### config.mk
export PLATFORM = sky130hd
export DESIGN_NAME = adaboost_weighted_vote_flat
export DESIGN_NICKNAME = d
export VERILOG_FILES = /design/src/rtl/adaboost_weighted_vote_pkg.sv /design/src/rtl/adaboost_weighted_vote_if.sv /design/src/rtl/ada_score_acc.sv /design/src/rtl/adaboost_weighted_vote.sv /design/src/flat_wrapper.sv
export SDC_FILE = /design/constraint.sdc
export NUM_CORES = 1
export LEC_CHECK = 0
export BUFFER_PORTS_ARGS = -buffer_cell sky130_fd_sc_hd__buf_4
export CAP_MARGIN = 20
export CORE_MARGIN = 3
export CORE_UTILIZATION = 45
export CTS_BUF_LIST = sky130_fd_sc_hd__clkbuf_16
export DETAILED_ROUTE_END_ITERATION = 10
export PLACE_DENSITY_LB_ADDON = 0.25
export REMOVE_ABC_BUFFERS = 1
export SYNTH_ARGS = -nofsm -noshare
export SYNTH_HDL_FRONTEND = slang
export SYNTH_HIERARCHICAL = 1
export SYNTH_SLANG_ARGS = --single-unit
export TNS_END_PERCENT = 20
### constraint.sdc
create_clock -name clk -period 4.9 [get_ports clk]
set_clock_uncertainty 0.15 [all_clocks]
set_input_delay 0.98 -clock clk [delete_from_list [all_inputs] [get_ports clk]]
set_output_delay 0.98 -clock clk [all_outputs]
set_load 0.05 [all_outputs]
### src/rtl/adaboost_weighted_vote_pkg.sv
// Shared defaults, FSM state encoding and vote encoding for the AdaBoost weighted vote stage.
package ada_pkg;

   localparam int unsigned N_LEARNERS = 30;
   localparam int unsigned ADDR_WIDTH = 5;
   localparam int unsigned W_WIDTH    = 9;
   localparam int unsigned ACC_WIDTH  = 15;

   typedef enum logic [1:0] {
      StIdle,
      StFetch,
      StLast,
      StDone
   } state_e;

   localparam logic VOTE_POS = 1'b1;
   localparam logic VOTE_NEG = 1'b0;

endpackage

### src/rtl/adaboost_weighted_vote_if.sv
// Weight-memory read port: the vote stage is master (address/read), the memory is slave (data).
interface adaboost_weighted_vote_if
   import ada_pkg::*;
#(
   parameter int unsigned ADDR_WIDTH = ada_pkg::ADDR_WIDTH,
   parameter int unsigned W_WIDTH    = ada_pkg::W_WIDTH
);

   logic [ADDR_WIDTH-1:0]     mem_address;
   logic                      mem_read;
   logic signed [W_WIDTH-1:0] mem_dataout;

   modport master (output mem_address, output mem_read, input mem_dataout);
   modport slave  (input mem_address, input mem_read, output mem_dataout);

endinterface

### src/rtl/ada_score_acc.sv
// Clear/enable/sign-select score accumulator; ADA_SCORE_SAT_EN selects saturation over wrap.
module ada_score_acc
   import ada_pkg::*;
#(
   parameter int unsigned W_WIDTH   = ada_pkg::W_WIDTH,
   parameter int unsigned ACC_WIDTH = ada_pkg::ACC_WIDTH
) (
   input  logic                        clk,
   input  logic                        rst,
   input  logic                        clear,
   input  logic                        en,
   input  logic                        sign,
   input  logic signed [W_WIDTH-1:0]   weight,
   output logic signed [ACC_WIDTH-1:0] acc,
   output logic signed [ACC_WIDTH-1:0] acc_next
);

   localparam int unsigned MaxW = (ACC_WIDTH > W_WIDTH) ? ACC_WIDTH : W_WIDTH;
`ifdef ADA_SCORE_SAT_EN
   // Two guard bits keep the true sum exact so the clip decision is never fooled by a wrap.
   localparam int unsigned SumW = MaxW + 2;
   localparam logic signed [SumW-1:0] SatMax = SumW'((64'sd1 <<< (ACC_WIDTH - 1)) - 64'sd1);
   localparam logic signed [SumW-1:0] SatMin = ~SatMax;
`else
   localparam int unsigned SumW = MaxW;
`endif

   logic signed [ACC_WIDTH-1:0] acc_q;
   logic signed [SumW-1:0]      acc_ext;
   logic signed [SumW-1:0]      term;
   logic signed [SumW-1:0]      sum;

   always_comb begin
      acc_ext = SumW'(acc_q);
      term    = SumW'(weight);
      if (sign == VOTE_NEG) begin
         term = -term;
      end
      sum = acc_ext + term;
   end

   always_comb begin
      acc_next = acc_q;
      if (clear) begin
         acc_next = '0;
      end else if (en) begin
`ifdef ADA_SCORE_SAT_EN
         if (sum > SatMax) begin
            acc_next = SatMax[ACC_WIDTH-1:0];
         end else if (sum < SatMin) begin
            acc_next = SatMin[ACC_WIDTH-1:0];
         end else begin
            acc_next = sum[ACC_WIDTH-1:0];
         end
`else
         acc_next = sum[ACC_WIDTH-1:0];
`endif
      end
   end

   always_ff @(posedge clk) begin
      if (rst) begin
         acc_q <= '0;
      end else begin
         acc_q <= acc_next;
      end
   end

   assign acc = acc_q;

endmodule

### src/rtl/adaboost_weighted_vote.sv
// Sweeps the weight memory once per start and reports the signed ensemble score and class.
// Build option: ADA_SCORE_SAT_EN (saturating score, implemented in ada_score_acc).
module adaboost_weighted_vote
   import ada_pkg::*;
#(
   parameter int unsigned N_LEARNERS = ada_pkg::N_LEARNERS,
   parameter int unsigned ADDR_WIDTH = ada_pkg::ADDR_WIDTH,
   parameter int unsigned W_WIDTH    = ada_pkg::W_WIDTH,
   parameter int unsigned ACC_WIDTH  = ada_pkg::ACC_WIDTH
) (
   input  logic                        clk,
   input  logic                        rst,
   input  logic                        start,
   input  logic [N_LEARNERS-1:0]       votes,
   adaboost_weighted_vote_if.master    mem,
   output logic                        busy,
   output logic                        done,
   output logic signed [ACC_WIDTH-1:0] score,
   output logic                        class_out
);

   state_e                      state_q, state_d;
   logic [ADDR_WIDTH-1:0]       idx_q;
   logic [ADDR_WIDTH-1:0]       idx_dly_q;
   logic                        acc_en_q;
   logic [N_LEARNERS-1:0]       vote_q;
   logic                        class_q;
   logic                        accept;
   logic                        last_idx;
   logic signed [ACC_WIDTH-1:0] acc_next;

   assign accept   = (state_q == StIdle) && start;
   assign last_idx = (idx_q == ADDR_WIDTH'(N_LEARNERS - 1));

   always_ff @(posedge clk) begin
      if (rst) begin
         state_q <= StIdle;
      end else begin
         state_q <= state_d;
      end
   end

   always_comb begin
      state_d = state_q;
      unique case (state_q)
         StIdle:  if (start) state_d = StFetch;
         StFetch: if (last_idx) state_d = StLast;
         StLast:  state_d = StDone;
         StDone:  state_d = StIdle;
         default: state_d = StIdle;
      endcase
   end

   always_comb begin
      mem.mem_read    = (state_q == StFetch);
      mem.mem_address = (state_q == StFetch) ? idx_q : '0;
      busy            = (state_q != StIdle);
      done            = (state_q == StDone);
   end

   // The weight returns one cycle after its address, so the vote index trails by one cycle.
   always_ff @(posedge clk) begin
      if (rst) begin
         idx_q     <= '0;
         idx_dly_q <= '0;
         acc_en_q  <= 1'b0;
         vote_q    <= '0;
         class_q   <= 1'b0;
      end else begin
         if (accept) begin
            vote_q <= votes;
            idx_q  <= '0;
         end else if (state_q == StFetch) begin
            idx_q <= idx_q + 1'b1;
         end
         idx_dly_q <= idx_q;
         acc_en_q  <= (state_q == StFetch);
         if (state_q == StLast) begin
            class_q <= ~acc_next[ACC_WIDTH-1];
         end
      end
   end

   ada_score_acc #(
      .W_WIDTH   (W_WIDTH),
      .ACC_WIDTH (ACC_WIDTH)
   ) u_acc (
      .clk      (clk),
      .rst      (rst),
      .clear    (accept),
      .en       (acc_en_q),
      .sign     (vote_q[idx_dly_q]),
      .weight   (mem.mem_dataout),
      .acc      (score),
      .acc_next (acc_next)
   );

   assign class_out = class_q;

endmodule

### src/flat_wrapper.sv
// flat-port wrapper written by rule: the top's interface ports become plain ports
module adaboost_weighted_vote_flat import ada_pkg::*;
#(
   parameter int unsigned N_LEARNERS = ada_pkg::N_LEARNERS,
   parameter int unsigned ADDR_WIDTH = ada_pkg::ADDR_WIDTH,
   parameter int unsigned W_WIDTH    = ada_pkg::W_WIDTH,
   parameter int unsigned ACC_WIDTH  = ada_pkg::ACC_WIDTH
)
  (clk, rst, start, votes, busy, done, score, class_out, mem_mem_address, mem_mem_read, mem_mem_dataout);
  adaboost_weighted_vote_if #(.ADDR_WIDTH(ADDR_WIDTH), .W_WIDTH(W_WIDTH)) mem_i ();
  input  logic clk;
  input  logic rst;
  input  logic start;
  input  logic [N_LEARNERS-1:0] votes;
  output logic busy;
  output logic done;
  output logic signed [ACC_WIDTH-1:0] score;
  output logic class_out;
  output wire logic [$bits(mem_i.mem_address)-1:0] mem_mem_address;
  output wire logic [$bits(mem_i.mem_read)-1:0] mem_mem_read;
  input wire logic [$bits(mem_i.mem_dataout)-1:0] mem_mem_dataout;
  assign mem_mem_address = mem_i.mem_address;
  assign mem_mem_read = mem_i.mem_read;
  assign mem_i.mem_dataout = mem_mem_dataout;
  adaboost_weighted_vote #(.N_LEARNERS(N_LEARNERS), .ADDR_WIDTH(ADDR_WIDTH), .W_WIDTH(W_WIDTH), .ACC_WIDTH(ACC_WIDTH)) u_core (.clk(clk), .rst(rst), .start(start), .votes(votes), .mem(mem_i), .busy(busy), .done(done), .score(score), .class_out(class_out));
endmodule
==> results.md, run 1 <==
* Crit-path cells: buf_4 > mux4_2 > nor2b_4 > a211oi_2 > o221ai_1 > buf_4 > mux2_2 > fa_1 > a21oi_1 > o211ai_2 > a32oi_1 > nand4_1 > a21o_1 > a21oi_1 > a211oi_1
* Vias in the first global route at 2787
* Share of layout cells above drive strength 1 at 20.4%
* Num rows at 31
* Commonest non-fill, non-tap cell in the layout: nand2_1
* Tmin final at 4160 ps
* Worst EP arrival at 4190 ps
* CTS-repair resized insts at 0
* Max stage delay on crit path at 510 ps
* Hold path depth at 2
* Most frequent cells in the layout: 71 x nand2_1, 68 x buf_4, 59 x dfxtp_1
* Final setup TNS at 0 ps
* Gate Count Post-Synth at 409
* Nets at 531
* Overall power at 0.00209 W
* Max clock buf depth at 2
* Root cell of the clock tree: clkbuf_16
* First-pass GRT wire length at 12700 um
* Synth-to-layout area growth at 24.1%
* Netlist Area Pre-Place at 3410 um2
* Die Wd at 93.1 um
* Slowest CP cell: mux4_2
* Hpwl dp at 5450 um
* RSZ-0062 raised after global routing: false
* First-pass detailed-route iteration total at 4
* Final hold slack at 304 ps
* Core area at 7290 um2
* Drt wl/cell at 13.5 um
* Clock sink count at 59
* Routed Antenna Nets at 0
* H-tree lvl count at 3
* Setup repair bufs after CTS at 0
* TritonCTS clock tree: done
* Sequential cell area at 1180 um2
* Maxcap violations at 0
* Hold buffer count at cts at 0
* Global placer's final weighted congestion at 0.862
* CP required at 4930 ps
* Slew Limit Fails at 0
* Clock Latency Late Sink at 330 ps
* Critical path peak fanout at 14
* Fillers at 679
* Vias after detailed routing at 3036
* Fin crit share at 84.9%
* Largest net degree at the start of global routing at 54
* Ys Warns at 6
* Clk slew on worst S/H paths at 50 ps
* Initial drt markers at 155
* Die area at 8660 um2
* Vias per cell at 5.33
* Fin. Hold Viols at 0
* FF-to-FF path depth at 15
* IR drop worst, VDD at 318 uV
* Worst-margin pin slew at 879 ps
* Hold crit path type: reg -> reg
* Drc violations at 0
* Footprint of the multi-input gates at 2070 um2
* CTS buffer count at 9
* Reg-to-reg slack, setup at 740 ps
* CP Launch Type: flop
* Pleak at 1.81 nW
* Crit-path leading delay family: compound AO/OA/AOI/OAI gates
* Critical path buffers and inverters at 2
* Relative max-transition margin at 41.3%
* Initial Util at 46.8%
* Max Freq at 0.240 GHz
* Critical path class: reg -> reg
* Initial antenna violation count at 0
* PD cells at 494 nW/um2
* Io pins at 66
* Grt total ovfl at 0
* Status: finished clean
* Worst path depth at 15
* Final Setup Violations at 0
* # port buffers at 65
* Total track usage at 18.2%
* Synthesized area per cell at 8.34 um2
* Final wirelength at 7680 um
* Die H at 93.1 um
* CP Capture Type: flop
* Ant diodes at 0
[worst paths after layout]
path                        from           endpoint
min reg2reg    u_core/vote_q[15]  u_core/vote_q[15]
max reg2reg  u_core/idx_dly_q[1]   u_core/class_out
max          u_core/idx_dly_q[1]   u_core/class_out
min            u_core/vote_q[15]  u_core/vote_q[15]
[registers in the layout (all words and copies together), names as in the netlist]
name	flops
u_core/acc_en_q	1
u_core/state_q	2
u_core/idx_q	5
u_core/class_out	1
u_core/u_acc/acc	15
u_core/idx_dly_q	5
u_core/vote_q	30
[tightest hold or removal path, cell delays in order (launching register included)]
cell	delay, ps
dfxtp_1	300
nand2_1	50
a21oi_1	50
[cell type report]
class                      instances  share of cell area (%)
clock buffer                       9                    5.32
clock inverter                     7                    1.80
inverter                          14                    1.24
multi-input combinational        314                    48.8
sequential                        59                    27.9
tap                               99                    2.92
timing repair buffer              68                    12.1
[report_power, final]
part	switching, W	internal, W	leakage [nW]	total [W]
Clock	0.000229	0.000396	0.142	0.000626
Combinational	0.000500	0.000317	1.19	0.000817
Sequential	0.0000821	0.000569	0.481	0.000651
[routing by layer]
metal	track usage [%]	wire, um	vias to the layer above
met4	6.84	125	0
li1	-	-	1557
met1	24.0	3660	1399
met5	0	0	-
met2	28.7	3500	68
met3	4.51	401	12
[stage by stage]
step	instances	utilization (%)	instance area, um2	setup WS [ps]
4_1_cts	570	58.1	4240	746
3_3_place_gp	554	53.9	3930	868
6_report	570	58.1	4240	742
5_1_grt	570	58.1	4240	469
2_1_floorplan	387	-	3300	778
3_5_place_dp	554	53.9	3930	769
Power figures use the tool's default switching activity.
==> run 2, diff against run 1 <==
clock period = 3.6 ns   (was 4.9 ns; I/O delays follow)
==> results.md, run 2 (synthesis results as in run 1) <==
* CP Launch Type: flop
* Maxcap violations at 0
* Max stage delay on crit path at 500 ps
* Sequential cell area at 1180 um2
* Hpwl dp at 6030 um
* Hold crit path type: reg -> reg
* Hold path depth at 2
* Pleak at 2.02 nW
* Final instance area at 4680 um2
* Hold path startpoint: u_core/vote_q[2]
* Root cell of the clock tree: clkbuf_16
* Clock Latency Late Sink at 330 ps
* Final wirelength at 9080 um
* Initial Util at 46.8%
* CP required at 3710 ps
* Relative max-transition margin at 63.2%
* Share of layout cells above drive strength 1 at 32.2%
* FF-to-FF path depth at 16
* # port buffers at 65
* Crit-path cells: mux4_2 > nor2b_4 > a211oi_2 > o221ai_2 > buf_6 > buf_4 > nor2_2 > xor2_1 > ha_1 > nand2_2 > o211ai_2 > buf_4 > a31oi_2 > or4_1 > and3_1 > nor2_1
* Most frequent cells in the layout: 104 x buf_4, 70 x nand2_1, 58 x dfxtp_1
* TritonCTS clock tree: done
* Num rows at 31
* Worst EP arrival at 3900 ps
* Drt wl/cell at 14.9 um
* Max clock buf depth at 2
* CP Capture Type: flop
* DP Worst Slack at -224 ps
* Initial antenna violation count at 0
* Critical path peak fanout at 5
* Top reg by flops: u_core/vote_q
* Drc violations at 0
* Vias in the first global route at 3180
* Die area at 8660 um2
* PD cells at 658 nW/um2
* First-pass detailed-route iteration total at 4
* Failing checks: negative setup slack
* Max Freq at 0.264 GHz
* Reg2reg start: u_core/idx_dly_q[1]
* Initial drt markers at 137
* Die Wd at 93.1 um
* CTS buffer count at 9
* Footprint of the multi-input gates at 2220 um2
* Hold path endpoint: u_core/vote_q[2]
* RSZ-0062 raised after global routing: true
* Fillers at 640
* Status: finished with violations
* Global placer's final weighted congestion at 0.900
* Grt total ovfl at 0
* Clk slew on worst S/H paths at 60 ps
* Worst-margin pin slew at 552 ps
* Tmin final at 3790 ps
* Overall power at 0.00308 W
* Nets at 570
* First-pass GRT wire length at 14500 um
* Total track usage at 20.9%
* Slew Limit Fails at 0
* Hold buffer count at cts at 0
* H-tree lvl count at 3
* Setup slack after layout at -189 ps
* Clock sink count at 59
* Core area at 7290 um2
* Worst reg2reg endpoint: u_core/u_acc/acc[12]
* Commonest non-fill, non-tap cell in the layout: buf_4
* Final Setup Violations at 8
* Fin. Hold Viols at 0
* Die H at 93.1 um
* IR drop worst, VDD at 377 uV
* Largest net degree at the start of global routing at 54
* Critical path class: reg -> reg
* Fin crit share at 105%
* Slowest CP cell: mux4_2
* Number of flip-flops in the largest register at 30
* Io pins at 66
* Vias per cell at 5.49
* Placed Area at 4170 um2
* Reg-to-reg slack, setup at -190 ps
* Routed Antenna Nets at 0
* Ant diodes at 0
* Vias after detailed routing at 3342
* Synth-to-layout area growth at 37.1%
* Most used cell, CP: buf_4
## run 2: changes by cell type in the layout (fill, tap and decap cells not counted), sizes merged
cell and delta:
inv +1, buf +39, bufinv -1
## run 2: power by group
group | leakage (nW) | switching, W | internal (W)
logic | 1.41 | 0.000816 | 0.000594
registers | 0.482 | 0.0000862 | 0.000774
clock network | 0.133 | 0.000334 | 0.000475
total | 2.02 | 0.00124 | 0.00184
## run 2: cell type report
cell class | count | share of cell area [%]
clock inverter | 7 | 1.26
clock buffer | 9 | 4.82
tap | 99 | 2.65
sequential | 59 | 25.3
multi-input combinational | 314 | 47.5
timing repair buffer | 107 | 17.3
inverter | 14 | 1.12
## run 2: worst max-delay path, delay by kind of cell, from the launching register on
family | cells | cell delay (ps)
and+or+nand+nor | 6 | 1020
AOI/OAI and AO/OA | 4 | 770
muxes | 1 | 500
buffers and inverters | 3 | 470
adders and majority gates | 1 | 370
DFF | 1 | 360
xor gates and xnor gates | 1 | 80
## run 2: per-stage QoR
step,utilization [%],TNS [ps],cells,hold slack (ps)
finish,64.1,-865,609,305
global placement,57.1,-357,585,289
detailed placement,57.1,-1050,585,299
floorplan,-,-2390,387,277
global route,64.1,-2190,609,313
CTS,62.7,-198,605,306
## run 2: what timing repair did
action,4_1_cts,5_1_grt
setup buffers,4,4
resized for setup,22,17
endpoints found under the setup margin,10,11
gates cloned,1,0
pin swaps,30,25
## run 2: worst max-delay path by stage
stage	start	endpoint	slack, ps	cells after the start
floorplan	u_core/idx_dly_q[1]	u_core/class_out	-520	13
global placement	u_core/idx_dly_q[1]	u_core/class_out	-130	14
detailed placement	u_core/idx_dly_q[1]	u_core/class_out	-220	14
CTS	u_core/idx_dly_q[1]	u_core/u_acc/acc[11]	-60	15
global route	u_core/idx_dly_q[1]	u_core/u_acc/acc[13]	-320	15
finish	u_core/idx_dly_q[1]	u_core/u_acc/acc[12]	-190	16
## run 2: per-layer routing
layer  vias up  share of wire (%)  GRT usage, %
met1      1594                 44          26.1
met2        92                 48          34.4
met3        18                5.4          6.03
met4         0                1.8          7.57
met5         -                  0             0
li1       1638                  -             -
==> run 3, diff against run 2 <==
GPL_TIMING_DRIVEN = 0   (was default)
==> results.md, run 3 (synthesis results as in run 1) <==
* First-pass GRT wire length at 14400 um
* CP Launch Type: flop
* Vias in the first global route at 3013
* Share of layout cells above drive strength 1 at 27.8%
* Hpwl dp at 5530 um
* Relative max-transition margin at 42.6%
* Hold crit path type: reg -> reg
* Drc violations at 0
* H-tree lvl count at 3
* M3 GR Usage at 3.22%
* Top reg by flops: u_core/vote_q
* Routed Antenna Nets at 0
* Root cell of the clock tree: clkbuf_16
* Grt total ovfl at 0
* Setup slack after layout at -215 ps
* Clk slew on worst S/H paths at 50 ps
* Worst-margin pin slew at 860 ps
* Commonest non-fill, non-tap cell in the layout: buf_4
* Max Freq at 0.262 GHz
* Slowest CP cell: mux4_2
* Nets at 546
* Overall power at 0.00307 W
* Tmin final at 3810 ps
* Drt wl/cell at 15.1 um
* Final Setup Violations at 6
* Core area at 7290 um2
* Slew Limit Fails at 0
* GRT busiest layer: met2
* # port buffers at 65
* Pleak at 1.93 nW
* Max stage delay on crit path at 520 ps
* Final setup TNS at -603 ps
* Maxcap violations at 0
* Most frequent cells in the layout: 80 x buf_4, 71 x nand2_1, 56 x dfxtp_1
* RSZ-0062 raised after global routing: true
* Worst EP arrival at 3850 ps
* Final Core Density at 62.4%
* Vias per cell at 5.45
* Initial drt markers at 157
* Reg-to-reg slack, setup at -210 ps
* Num rows at 31
* Initial antenna violation count at 0
* Max clock buf depth at 2
* Initial Util at 46.8%
* Total track usage at 20.9%
* Fin. Hold Viols at 0
* Critical path class: reg -> reg
* CP required at 3640 ps
* Number of flip-flops in the largest register at 30
* Die H at 93.1 um
* Clock sink count at 59
* CP Capture Type: flop
* Clock Latency Late Sink at 330 ps
* Critical path buffers and inverters at 0
* Vias after detailed routing at 3188
* Largest net degree at the start of global routing at 54
* Failing checks: negative setup slack
* Grt met1 use at 27.7%
* IR drop worst, VDD at 469 uV
* Io pins at 66
* Crit-path leading delay family: compound AO/OA/AOI/OAI gates
* Met2 usage at 33.8%
* Synth-to-layout area growth at 33.4%
* Die area at 8660 um2
* Crit-path cells: mux4_2 > nor2b_4 > a211oi_4 > o221ai_4 > a31oi_1 > xor2_1 > ha_1 > a21o_1 > a31o_1 > a32oi_2 > nand4_1 > a21o_1 > a21oi_2 > a211oi_1
* Die Wd at 93.1 um
* TritonCTS clock tree: done
* Critical path peak fanout at 6
* CTS buffer count at 9
* Fin crit share at 106%
* PD cells at 673 nW/um2
* Final wirelength at 8820 um
* Ant diodes at 0
* First-pass detailed-route iteration total at 4
* Global placer's final weighted congestion at 0.872
* Most used cell, CP: a21o_1
* Status: finished with violations
-- run 3: worst paths after layout --
check | from | depth (start not counted) | end
setup / recovery | u_core/idx_dly_q[1] | 14 | u_core/class_out
hold / removal | u_core/vote_q[11] | 2 | u_core/vote_q[11]
setup reg to reg | u_core/idx_dly_q[1] | 14 | u_core/class_out
hold reg to reg | u_core/vote_q[11] | 2 | u_core/vote_q[11]
-- run 3: cell type report --
class / instances / area (um2)
sequential: 59 / 1190
clock inverter: 7 / 81.3
inverter: 14 / 52.6
fill: 651 / 2740
clock buffer: 9 / 225
multi-input combinational: 315 / 2250
tap: 99 / 124
timing repair buffer: 82 / 627
-- run 3: routing by layer --
| layer | part of all wire [%] | wire [um] | vias to the layer above |
|---|---|---|---|
| li1 | - | - | 1582 |
| met1 | 45 | 4000 | 1502 |
| met2 | 48 | 4240 | 94 |
| met3 | 5.3 | 464 | 10 |
| met4 | 1.4 | 123 | 0 |
| met5 | 0 | 0 | - |
-- run 3: through the flow --
step           cells  hold slack (ps)  cell area [um2]  setup WS (ps)
2_1_floorplan    387              277             3300           -522
3_3_place_gp     551              290             3910          -1210
3_5_place_dp     551              297             3910          -1260
4_1_cts          583              304             4490          -89.7
5_1_grt          585              322             4550           -366
6_report         585              304             4550           -215
-- run 3: worst register-to-register path, cell delays in order, from the launching register on --
cell and delay [ps]:
dfxtp_4 390, mux4_2 530, nor2b_4 150, a211oi_4 220
o221ai_4 250, a31oi_1 230, xor2_1 170, ha_1 270
a21o_1 210, a31o_1 290, a32oi_2 230, nand4_1 150
a21o_1 240, a21oi_2 120, a211oi_1 80
-- run 3: timing repair --
item	CTS	global route
setup endpoints to repair	15	11
gates cloned	1	0
hold buffers	0	0
gates resized for setup	31	6
setup buffers	15	1
pin swaps	20	7
-- run 3: report_power, final --
group | internal (W) | leakage, nW | switching [W]
registers | 0.000775 | 0.483 | 0.000118
logic | 0.000533 | 1.30 | 0.000768
clock network | 0.000546 | 0.147 | 0.000326
